[src/rtl/logic_gate_lab_if.sv]
// Board-side signal bundle for logic_gate_lab: raw switches/button in, LED levels out.
interface logic_gate_lab_if #(
    parameter int unsigned N_IN = 2
);
    logic [N_IN-1:0] i_p_sw;
    logic            i_p_btn_mode;
    logic [N_IN-1:0] o_p_led_in;
    logic            o_p_led_gate;
    logic [2:0]      o_p_led_mode;

    // Master drives the board inputs and watches the LEDs.
    modport master (
        output i_p_sw,
        output i_p_btn_mode,
        input  o_p_led_in,
        input  o_p_led_gate,
        input  o_p_led_mode
    );

    modport slave (
        input  i_p_sw,
        input  i_p_btn_mode,
        output o_p_led_in,
        output o_p_led_gate,
        output o_p_led_mode
    );
endinterface

[src/rtl/logic_gate_lab.sv]
// Debounced multi-function gate demonstrator: N_IN switches reduced through a
// button-selected gate (AND/OR/XOR/NAND/NOR/XNOR), shown on registered LEDs.
module logic_gate_lab #(
    parameter int unsigned N_IN            = 2,
    parameter int unsigned DEBOUNCE_CYCLES = 1000000
) (
    input logic              I_P_CLK,
    input logic              I_P_RST,
    logic_gate_lab_if.slave  bus
);

    localparam int unsigned NumRaw = N_IN + 1;
    localparam int unsigned CntW   = $clog2(DEBOUNCE_CYCLES);
    localparam logic [CntW-1:0] CntMax = CntW'(DEBOUNCE_CYCLES - 1);

    typedef enum logic [2:0] {
        ModeAnd  = 3'd0,
        ModeOr   = 3'd1,
        ModeXor  = 3'd2,
        ModeNand = 3'd3,
        ModeNor  = 3'd4,
        ModeXnor = 3'd5
    } mode_e;

    // Bit N_IN of the raw/sync/debounced vectors carries the mode button.
    logic [NumRaw-1:0] meta_q, meta_d;
    logic [NumRaw-1:0] sync_q, sync_d;
    logic [NumRaw-1:0] db_q, db_d;
    logic [CntW-1:0]   cnt_q [NumRaw];
    logic [CntW-1:0]   cnt_d [NumRaw];
    logic              btn_prev_q, btn_prev_d;
    logic              pulse_q, pulse_d;
    logic              gate_q, gate_d;
    mode_e             mode_q, mode_d;

    logic [N_IN-1:0]   sw_db;
    logic              btn_db;

    assign sw_db  = db_q[N_IN-1:0];
    assign btn_db = db_q[N_IN];

    always_comb begin
        meta_d = {bus.i_p_btn_mode, bus.i_p_sw};
        sync_d = meta_q;
        db_d   = db_q;
        for (int unsigned i = 0; i < NumRaw; i++) begin
            cnt_d[i] = '0;
            if (sync_q[i] != db_q[i]) begin
                if (cnt_q[i] == CntMax) begin
                    db_d[i] = sync_q[i];
                end else begin
                    cnt_d[i] = cnt_q[i] + CntW'(1);
                end
            end
        end
    end

    always_comb begin
        btn_prev_d = btn_db;
        pulse_d    = btn_db & ~btn_prev_q;
        mode_d     = mode_q;
        if (pulse_q) begin
            // Out-of-range codes fall back to AND on the next advance.
            mode_d = (mode_q >= ModeXnor) ? ModeAnd : mode_e'(mode_q + 3'd1);
        end
    end

    always_comb begin
        gate_d = &sw_db;
        case (mode_q)
            ModeAnd:  gate_d = &sw_db;
            ModeOr:   gate_d = |sw_db;
            ModeXor:  gate_d = ^sw_db;
            ModeNand: gate_d = ~&sw_db;
            ModeNor:  gate_d = ~|sw_db;
            ModeXnor: gate_d = ~^sw_db;
            default:  gate_d = &sw_db;
        endcase
    end

    always_ff @(posedge I_P_CLK) begin
        if (I_P_RST) begin
            meta_q     <= '0;
            sync_q     <= '0;
            db_q       <= '0;
            for (int unsigned i = 0; i < NumRaw; i++) begin
                cnt_q[i] <= '0;
            end
            btn_prev_q <= 1'b0;
            pulse_q    <= 1'b0;
            gate_q     <= 1'b0;
            mode_q     <= ModeAnd;
        end else begin
            meta_q     <= meta_d;
            sync_q     <= sync_d;
            db_q       <= db_d;
            for (int unsigned i = 0; i < NumRaw; i++) begin
                cnt_q[i] <= cnt_d[i];
            end
            btn_prev_q <= btn_prev_d;
            pulse_q    <= pulse_d;
            gate_q     <= gate_d;
            mode_q     <= mode_d;
        end
    end

    assign bus.o_p_led_in   = sw_db;
    assign bus.o_p_led_gate = gate_q;
    assign bus.o_p_led_mode = mode_q;

endmodule

[src/flat_wrapper.sv]
// flat-port wrapper written by rule: the top's interface ports become plain ports
module logic_gate_lab_flat 
#(
    parameter int unsigned N_IN            = 2,
    parameter int unsigned DEBOUNCE_CYCLES = 1000000
)
  (I_P_CLK, I_P_RST, bus_i_p_sw, bus_i_p_btn_mode, bus_o_p_led_in, bus_o_p_led_gate, bus_o_p_led_mode);
  logic_gate_lab_if #(.N_IN(N_IN)) bus_i ();
  input logic I_P_CLK;
  input logic I_P_RST;
  input wire logic [$bits(bus_i.i_p_sw)-1:0] bus_i_p_sw;
  input wire logic [$bits(bus_i.i_p_btn_mode)-1:0] bus_i_p_btn_mode;
  output wire logic [$bits(bus_i.o_p_led_in)-1:0] bus_o_p_led_in;
  output wire logic [$bits(bus_i.o_p_led_gate)-1:0] bus_o_p_led_gate;
  output wire logic [$bits(bus_i.o_p_led_mode)-1:0] bus_o_p_led_mode;
  assign bus_i.i_p_sw = bus_i_p_sw;
  assign bus_i.i_p_btn_mode = bus_i_p_btn_mode;
  assign bus_o_p_led_in = bus_i.o_p_led_in;
  assign bus_o_p_led_gate = bus_i.o_p_led_gate;
  assign bus_o_p_led_mode = bus_i.o_p_led_mode;
  logic_gate_lab #(.N_IN(N_IN), .DEBOUNCE_CYCLES(DEBOUNCE_CYCLES)) u_core (.I_P_CLK(I_P_CLK), .I_P_RST(I_P_RST), .bus(bus_i));
endmodule
[config.mk]
export PLATFORM = sky130hd
export DESIGN_NAME = logic_gate_lab_flat
export DESIGN_NICKNAME = d
export VERILOG_FILES = /design/src/rtl/logic_gate_lab_if.sv /design/src/rtl/logic_gate_lab.sv /design/src/flat_wrapper.sv
export SDC_FILE = /design/constraint.sdc
export NUM_CORES = 1
export LEC_CHECK = 0
export CORE_MARGIN = 8
export CORE_UTILIZATION = 55
export CTS_BUF_LIST = sky130_fd_sc_hd__clkbuf_4 sky130_fd_sc_hd__clkbuf_8
export DETAILED_ROUTE_END_ITERATION = 8
export PLACE_DENSITY = 0.71
export SLEW_MARGIN = 20
export SYNTH_ARGS = -nofsm -noshare
export SYNTH_HDL_FRONTEND = slang
export SYNTH_SLANG_ARGS = --single-unit
[constraint.sdc]
create_clock -name I_P_CLK -period 5.1 [get_ports I_P_CLK]
set_input_delay 1.275 -clock I_P_CLK [delete_from_list [all_inputs] [get_ports I_P_CLK]]
set_output_delay 1.275 -clock I_P_CLK [all_outputs]
set_load 0.05 [all_outputs]
==> flow_summary.json <==
{
  "status": "finished, final reports clean",
  "hp-class": "flip-flop to flip-flop",
  "synth_top_area_cell": "dfxtp_1",
  "cts_setup_buffers": 0,
  "synth_area_leaders": "dfxtp_1 (45%), xor2_1 (5.2%), nor2_1 (5.1%), xnor2_1 (4.4%), nand3_1 (3.9%)",
  "yosysSeqAreaShare_pct": 44.5,
  "row_count": 28,
  "grt_antenna_before_repair": 0,
  "postCtsHoldBufs": 0,
  "cts_root_buf": "clkbuf_8",
  "post_drt_wl_per_cell_microns": 12.8,
  "synth_adder_area_share_pct": 3.71,
  "die_area_sq_mm": 0.00889,
  "critPathMaxFanout": 6,
  "grt_pass1_vias": 2511,
  "yosys.cell_types.count": 39,
  "synthSimpleGateAreaFrac_pct": 28.0,
  "synth_flop_cell": "dfxtp_1",
  "die_w_microns": 94.3,
  "vias_per_cell": 5.53,
  "crit_arrival_ns": 1.60,
  "vias": 2622,
  "postRouteAntennaNets": 0,
  "fin_setup_tns_ns": 0,
  "dp_hpwl_mm": 4.18,
  "synth_most_common_cell": "dfxtp_1",
  "reg2regPathDepth": 6,
  "finClkSkew_ns": 0.00704,
  "syn_nets": 399,
  "yosysWarningCount": 0,
  "port_buffers": 10,
  "slew_headroom_pct": 54.5,
  "critical_path_class": "flip-flop to output pin",
  "synth_edf_count": 0,
  "drt-initial-drc-count": 123,
  "post_synth.cell_area_avg_sq_um": 8.78,
  "r2r_slack_ns": 3.00,
  "timing.critical_path.buf_inv": 1,
  "synthMuxAreaShare_pct": 0.631,
  "area_growth_pct": 12.0,
  "peakVddDrop_mv": 0.186,
  "p_leak_nw": 1.19,
  "worstSetupPathDepth": 1,
  "fin_cells": 474,
  "route.detailed.drc": 0,
  "setup.worst_path.start_class": "flip-flop",
  "critPathRequiredTime_ns": 3.83,
  "pre_cts_ws_ns": 1.91,
  "cts_resized": 0,
  "synth_compound_area_share_pct": 9.50,
  "cellPowerDensity_mw_per_mm2": 306,
  "grt_pass1_wl_mm": 10.8,
  "wirelength_mm": 6.08,
  "antennaDiodeCount": 0,
  "endpoint": "bus_o_p_led_mode[1]",
  "cts.clk_slew.worst_paths_ns": 0.08,
  "synth_xor_xnor_area_share_pct": 9.61,
  "finalWeightedCongestion": 0.788,
  "yosys.area.top_type_share_pct": 44.5,
  "grt-ovfl-total": 0,
  "placed_cells": 458,
  "cts_buffers": 9,
  "crit_path_max_incr_delay_ns": 0.84,
  "setup_slack_ns": 2.22,
  "grt_max_degree": 21,
  "syn_inst": 384,
  "htree_num_levels": 3,
  "pin_count": 11,
  "initial_utilization_pct": 57.0,
  "crit_start": "u_core.bus.o_p_led_mode[1]$_SDFFE_PP0P_",
  "nFillCells": 506,
  "cts_tree": "built",
  "finalCritPeriodShare_pct": 56.4,
  "clock_latency_ns": 0.34,
  "cpMaxStageDelayCell": "clkdlybuf4s50_1",
  "ys_ff_latch": 75,
  "final_nets": 409,
  "r2r_end": "u_core.cnt_q[0][53]$_SDFF_PP0_",
  "clock.fmax_mhz": 348,
  "min_period_ns": 2.88,
  "tightest_slew_ns": 0.678,
  "syn-cell-area_sq_mm": 0.00337,
  "drive_gt1_share_pct": 6.02,
  "cts_sinks": 75,
  "ys_async_sr_fraction_pct": 0,
  "slew_violations": 0,
  "drt_pre_antenna_iters": 4,
  "grt_setup_unrepaired": "false",
  "hold_viol_final": 0,
  "drv_cap": 0,
  "synthTopCellsByCount": "dfxtp_1 (75), nor2_1 (46), nand3_1 (26)",
  "die_y_microns": 94.3,
  "grt_usage_pct": 14.7,
  "path_cells": "clkdlybuf4s50_1",
  "r2r_start": "u_core.cnt_q[0][40]$_SDFF_PP0_",
  "fp.coreArea_sq_mm": 0.00592,
  "crit_family": "buffers and inverters",
  "synth_top_family_by_area": "simple AND/OR/NAND/NOR gates",
  "clock_path_buffers": 2,
  "endpoint_kind": "output pin",
  "setup-violations-final": 0
}
==> cells in the final DEF, fill, tap and decap left out, types with 2 or more instances in the layout <==
master	netlist	routed
ha_1	10	10
nor2b_1	9	9
clkdlybuf4s50_1	0	10
a21oi_1	24	24
xnor2_1	17	17
or4_1	11	11
inv_1	20	20
bufinv_16	0	3
xor2_1	20	20
or3_1	14	14
clkinv_4	0	2
nor4b_1	4	4
nor3b_1	2	2
and2_1	4	4
buf_4	2	3
dfxtp_1	75	75
nand2_1	15	15
nor4_1	5	5
o21ai_0	13	13
nand4b_1	2	2
and3_1	8	8
nand3_1	26	26
clkbuf_8	0	10
nand4_1	11	11
nor3_1	4	4
and4_1	4	4
o21ai_1	3	3
a221oi_1	2	2
nor2_1	46	46
o31ai_1	11	11
==> registers in the layout, indices dropped and copies added (netlist names) <==
register,count
u_core.meta_q,3
u_core.bus.o_p_led_gate,1
u_core.cnt_q,60
u_core.sync_q,3
u_core.pulse_q,1
u_core.btn_prev_q,1
u_core.bus.o_p_led_mode,3
u_core.db_q,3
==> metrics by stage <==
| stage | hold slack, ns | util, % | power [W] | area [sq um] |
|---|---|---|---|---|
| global placement | 0.379 | 59.6 | 0.000617 | 3530 |
| finish | 0.396 | 63.8 | 0.00116 | 3780 |
| floorplan | 0.367 | - | 0.000611 | 3370 |
| detailed placement | 0.379 | 59.6 | 0.000617 | 3530 |
| CTS | 0.390 | 63.8 | 0.00117 | 3780 |
| global route | 0.416 | 63.8 | 0.00120 | 3780 |
==> where the power goes <==
| part | internal, W | switching [W] |
|---|---|---|
| clock network | 0.000339 | 0.000215 |
| logic | 0.00000595 | 0.00000756 |
| registers | 0.000588 | 0.00000165 |
| total | 0.000933 | 0.000225 |
==> worst min-delay path by stage <==
stage / end / start / cells after the start / slack (ns)
2_1_floorplan: u_core.pulse_q$_SDFF_PP0_ / u_core.btn_prev_q$_SDFF_PP0_ / 1 / 0.37
3_3_place_gp: u_core.pulse_q$_SDFF_PP0_ / u_core.btn_prev_q$_SDFF_PP0_ / 1 / 0.38
3_5_place_dp: u_core.pulse_q$_SDFF_PP0_ / u_core.btn_prev_q$_SDFF_PP0_ / 1 / 0.38
4_1_cts: u_core.pulse_q$_SDFF_PP0_ / u_core.btn_prev_q$_SDFF_PP0_ / 1 / 0.39
5_1_grt: u_core.pulse_q$_SDFF_PP0_ / u_core.btn_prev_q$_SDFF_PP0_ / 1 / 0.42
6_report: u_core.pulse_q$_SDFF_PP0_ / u_core.btn_prev_q$_SDFF_PP0_ / 1 / 0.40
==> kinds of logic (layout without fill, tap and decap cells) <==
kind of cell / Yosys count / in the layout
adders and majority gates: 10 / 10
buffers and inverters: 34 / 49
DFF: 75 / 75
xor gates and xnor gates: 37 / 37
and+or+nand+nor: 171 / 171
muxes: 2 / 2
AOI/OAI and AO/OA: 55 / 55
==> layer usage <==
metal / global-route usage, % / up-vias / wire [microns] / part of all wire (%)
met5: 0 / - / 0 / 0
met4: 7.40 / 0 / 119 / 2.0
met3: 2.72 / 10 / 156 / 2.6
met2: 23.9 / 19 / 2790 / 46
met1: 18.2 / 1217 / 3010 / 50
li1: - / 1376 / - / -
==> final cells by class <==
class | count | area [sq um] | area share (%)
repair buffers | 13 | 123 | 3.25
well taps | 75 | 93.8 | 2.48
multi-input cells | 275 | 1730 | 45.9
clock inverters | 6 | 113 | 2.98
inverters | 20 | 75.1 | 1.99
flip-flops and latches | 75 | 1500 | 39.7
clock buffers | 10 | 138 | 3.64
Note: power is estimated with default switching activity, not from simulation.
==> variant, RTL diff (config.mk and constraints unchanged) <==
`DEBOUNCE_CYCLES` is set to 1000000 in 2 places; all go to 500000.
--- a/src/rtl/logic_gate_lab.sv
+++ b/src/rtl/logic_gate_lab.sv
@@ -3,5 +3,5 @@
 module logic_gate_lab #(
     parameter int unsigned N_IN            = 2,
-    parameter int unsigned DEBOUNCE_CYCLES = 1000000
+    parameter int unsigned DEBOUNCE_CYCLES = 500000
 ) (
     input logic              I_P_CLK,
--- a/src/flat_wrapper.sv
+++ b/src/flat_wrapper.sv
@@ -3,5 +3,5 @@
 #(
     parameter int unsigned N_IN            = 2,
-    parameter int unsigned DEBOUNCE_CYCLES = 1000000
+    parameter int unsigned DEBOUNCE_CYCLES = 500000
 )
   (I_P_CLK, I_P_RST, bus_i_p_sw, bus_i_p_btn_mode, bus_o_p_led_in, bus_o_p_led_gate, bus_o_p_led_mode);
Function: same outputs for any inputs over 10 cycles, from zero or initial values and one cycle with I_P_RST high; that may be too few to reach the edited logic, so the function may still have changed.
==> variant against the original RTL <==
Power shrank 13%; worst setup slack got worse by 7.9 ps; area after synthesis down 3.8%; critical path depth unchanged; wire length is 9.3% lower; clock power down 22%; largest power group unchanged; fmax is 0.27% lower; sequential cell count decreased by 3; largest cell class unchanged; final area is 5.3% lower.
==> variant: results (changes against the original RTL) <==
Run status
  – Status: complete, no violations

Logic synthesis
  – Register area share after synthesis: 44.44% (-0.082 points)
  – Adder-Cell Fraction of Synth Area: 3.858% (+0.15 points)
  – Netlist cell types: 40 (+2.6%)
  – Ranking of synthesized cells by area: dfxtp_1 44%, xnor2_1 7.0%, nor2_1 6.0%, ha_1 3.9%, xor2_1 3.5%
  – Mux contribution to synthesized area: 0.6559% (+0.025 points)
  – Yosys warns: 0 (unchanged)
  – List of most frequent post-synthesis cells: 72 x dfxtp_1, 52 x nor2_1, 26 x xnor2_1, 24 x inv_1, 21 x nand3_1
  – Compound-gate portion of the synthesized area: 8.603% (-0.90 points)
  – Mapped Nets: 384 (-3.8%)
  – Primary FF master, synth: dfxtp_1
  – XOR/XNOR Fraction of Synth Area: 10.53% (+0.92 points)

Pwr
  – VDD IR max: 0.2120 mV (+14%)
  – P_leak: 0.001050 uW (-11%)

Placed design
  – Routability cong.: 0.7868 (about the same)
  – Dpl hpwl: 3838 um (-8.2%)
  – IO Port Bufs: 10 (unchanged)

Clock tree
  – Worst skew pair latency: 340 ps (about the same)
  – Clock root cell: clkbuf_8
  – CTS resizes: 0 (unchanged)
  – Cts bufs inserted: 9 (unchanged)
  – H-tree depth: 3 (unchanged)
  – Clk buf depth: 2 (unchanged)

Timing
  – Slew @ Worst Pin: 707.9 ps (+30.06 ps)
  – Worst Skew: 8.350 ps (+1.314 ps)

Hold path
  – Hold wc startpoint: u_core.btn_prev_q
  – Worst min path class: flip-flop to flip-flop
  – Worst Hold Path EP: u_core.pulse_q
  – Hold Crit Depth: 1 (unchanged)

Global route
  – Pin count of the biggest net entering global routing: 19 (-9.5%)
  – Initial antenna violation count: 0 (unchanged)
  – Vias in the first global route: 2286 (-9.0%)
  – GRT Total Usage: 13.80% (-0.90 points)
  – First-pass GRT wire length: 9839 um (-8.8%)

Worst setup path
  – Slowest cell delay on critical path: 840 ps (about the same)
  – Setup slack, reg-to-reg: 3040 ps (+40 ps)
  – RR Startpoint: u_core.cnt_q[0][53]
  – Family with the most delay on the worst path: buffers and inverters
  – Worst r2r path cells: 4 (-2)
  – CP Max Fanout: 6 (unchanged)
  – FF-to-FF End: u_core.cnt_q[0][44]

Layout
  – Nets: 394 (-3.7%)
  – Most flops, register: u_core.cnt_q
  – Share of layout cells above drive strength 1: 7.572% (+1.6 points)
  – Max reg flops: 57 (-5.0%)

Drt
  – Routed wire per std cell: 12.04 um (-6.1%)
  – Iter 0 DRT Violations: 137 (+11%)
  – DR vias/cell: 5.354 (-3.2%)
-- variant: per-stage QoR --
step	std cells	hold WS, ps	area (um2)	worst slack (ps)	total power, uW
CTS	458	399.2	3577	2185	1027
finish	458	395.2	3577	2215	1010
detailed placement	443	387.9	3387	2079	592.5
floorplan	369	367.4	3243	2792	587.4
global route	458	409.3	3577	2122	1050
global placement	443	371.1	3383	1923	592.1
-- variant: power breakdown --
group / internal (uW) / switching (uW) / total, uW
Sequential: 565 / 1.62 / 566
Combinational: 5.62 / 7.17 / 12.8
Clock: 228 / 202 / 430
-- variant: layout make-up --
type,instances,area [um2]
fill,524,2238
multi-input combinational,262,1662
sequential,72,1441
clock buffer,10,131.4
timing repair buffer,10,100.1
tap,75,93.84
inverter,24,90.09
clock inverter,5,58.81
-- variant: how the worst max path moves through the flow --
stage	from	endpoint	slack [ps]	depth (start not counted)
2_1_floorplan	I_P_RST	u_core.cnt_q[0][27]	2790	5
3_3_place_gp	I_P_RST	u_core.cnt_q[0][22]	1920	4
3_5_place_dp	I_P_RST	u_core.cnt_q[0][15]	2080	4
4_1_cts	u_core.bus.o_p_led_mode[1]	bus_o_p_led_mode[1]	2180	1
5_1_grt	u_core.bus.o_p_led_mode[1]	bus_o_p_led_mode[1]	2120	1
6_report	u_core.bus.o_p_led_mode[1]	bus_o_p_led_mode[1]	2210	1
-- variant: routing by layer --
layer | wire (um) | share of wire [%] | global-route usage, % | vias to the layer above
li1 | - | - | - | 1302
met1 | 2746 | 50 | 16.26 | 1109
met2 | 2460 | 45 | 22.49 | 32
met3 | 233 | 4.2 | 5.097 | 9
met4 | 72 | 1.3 | 4.832 | 0
met5 | 0 | 0 | 0 | -
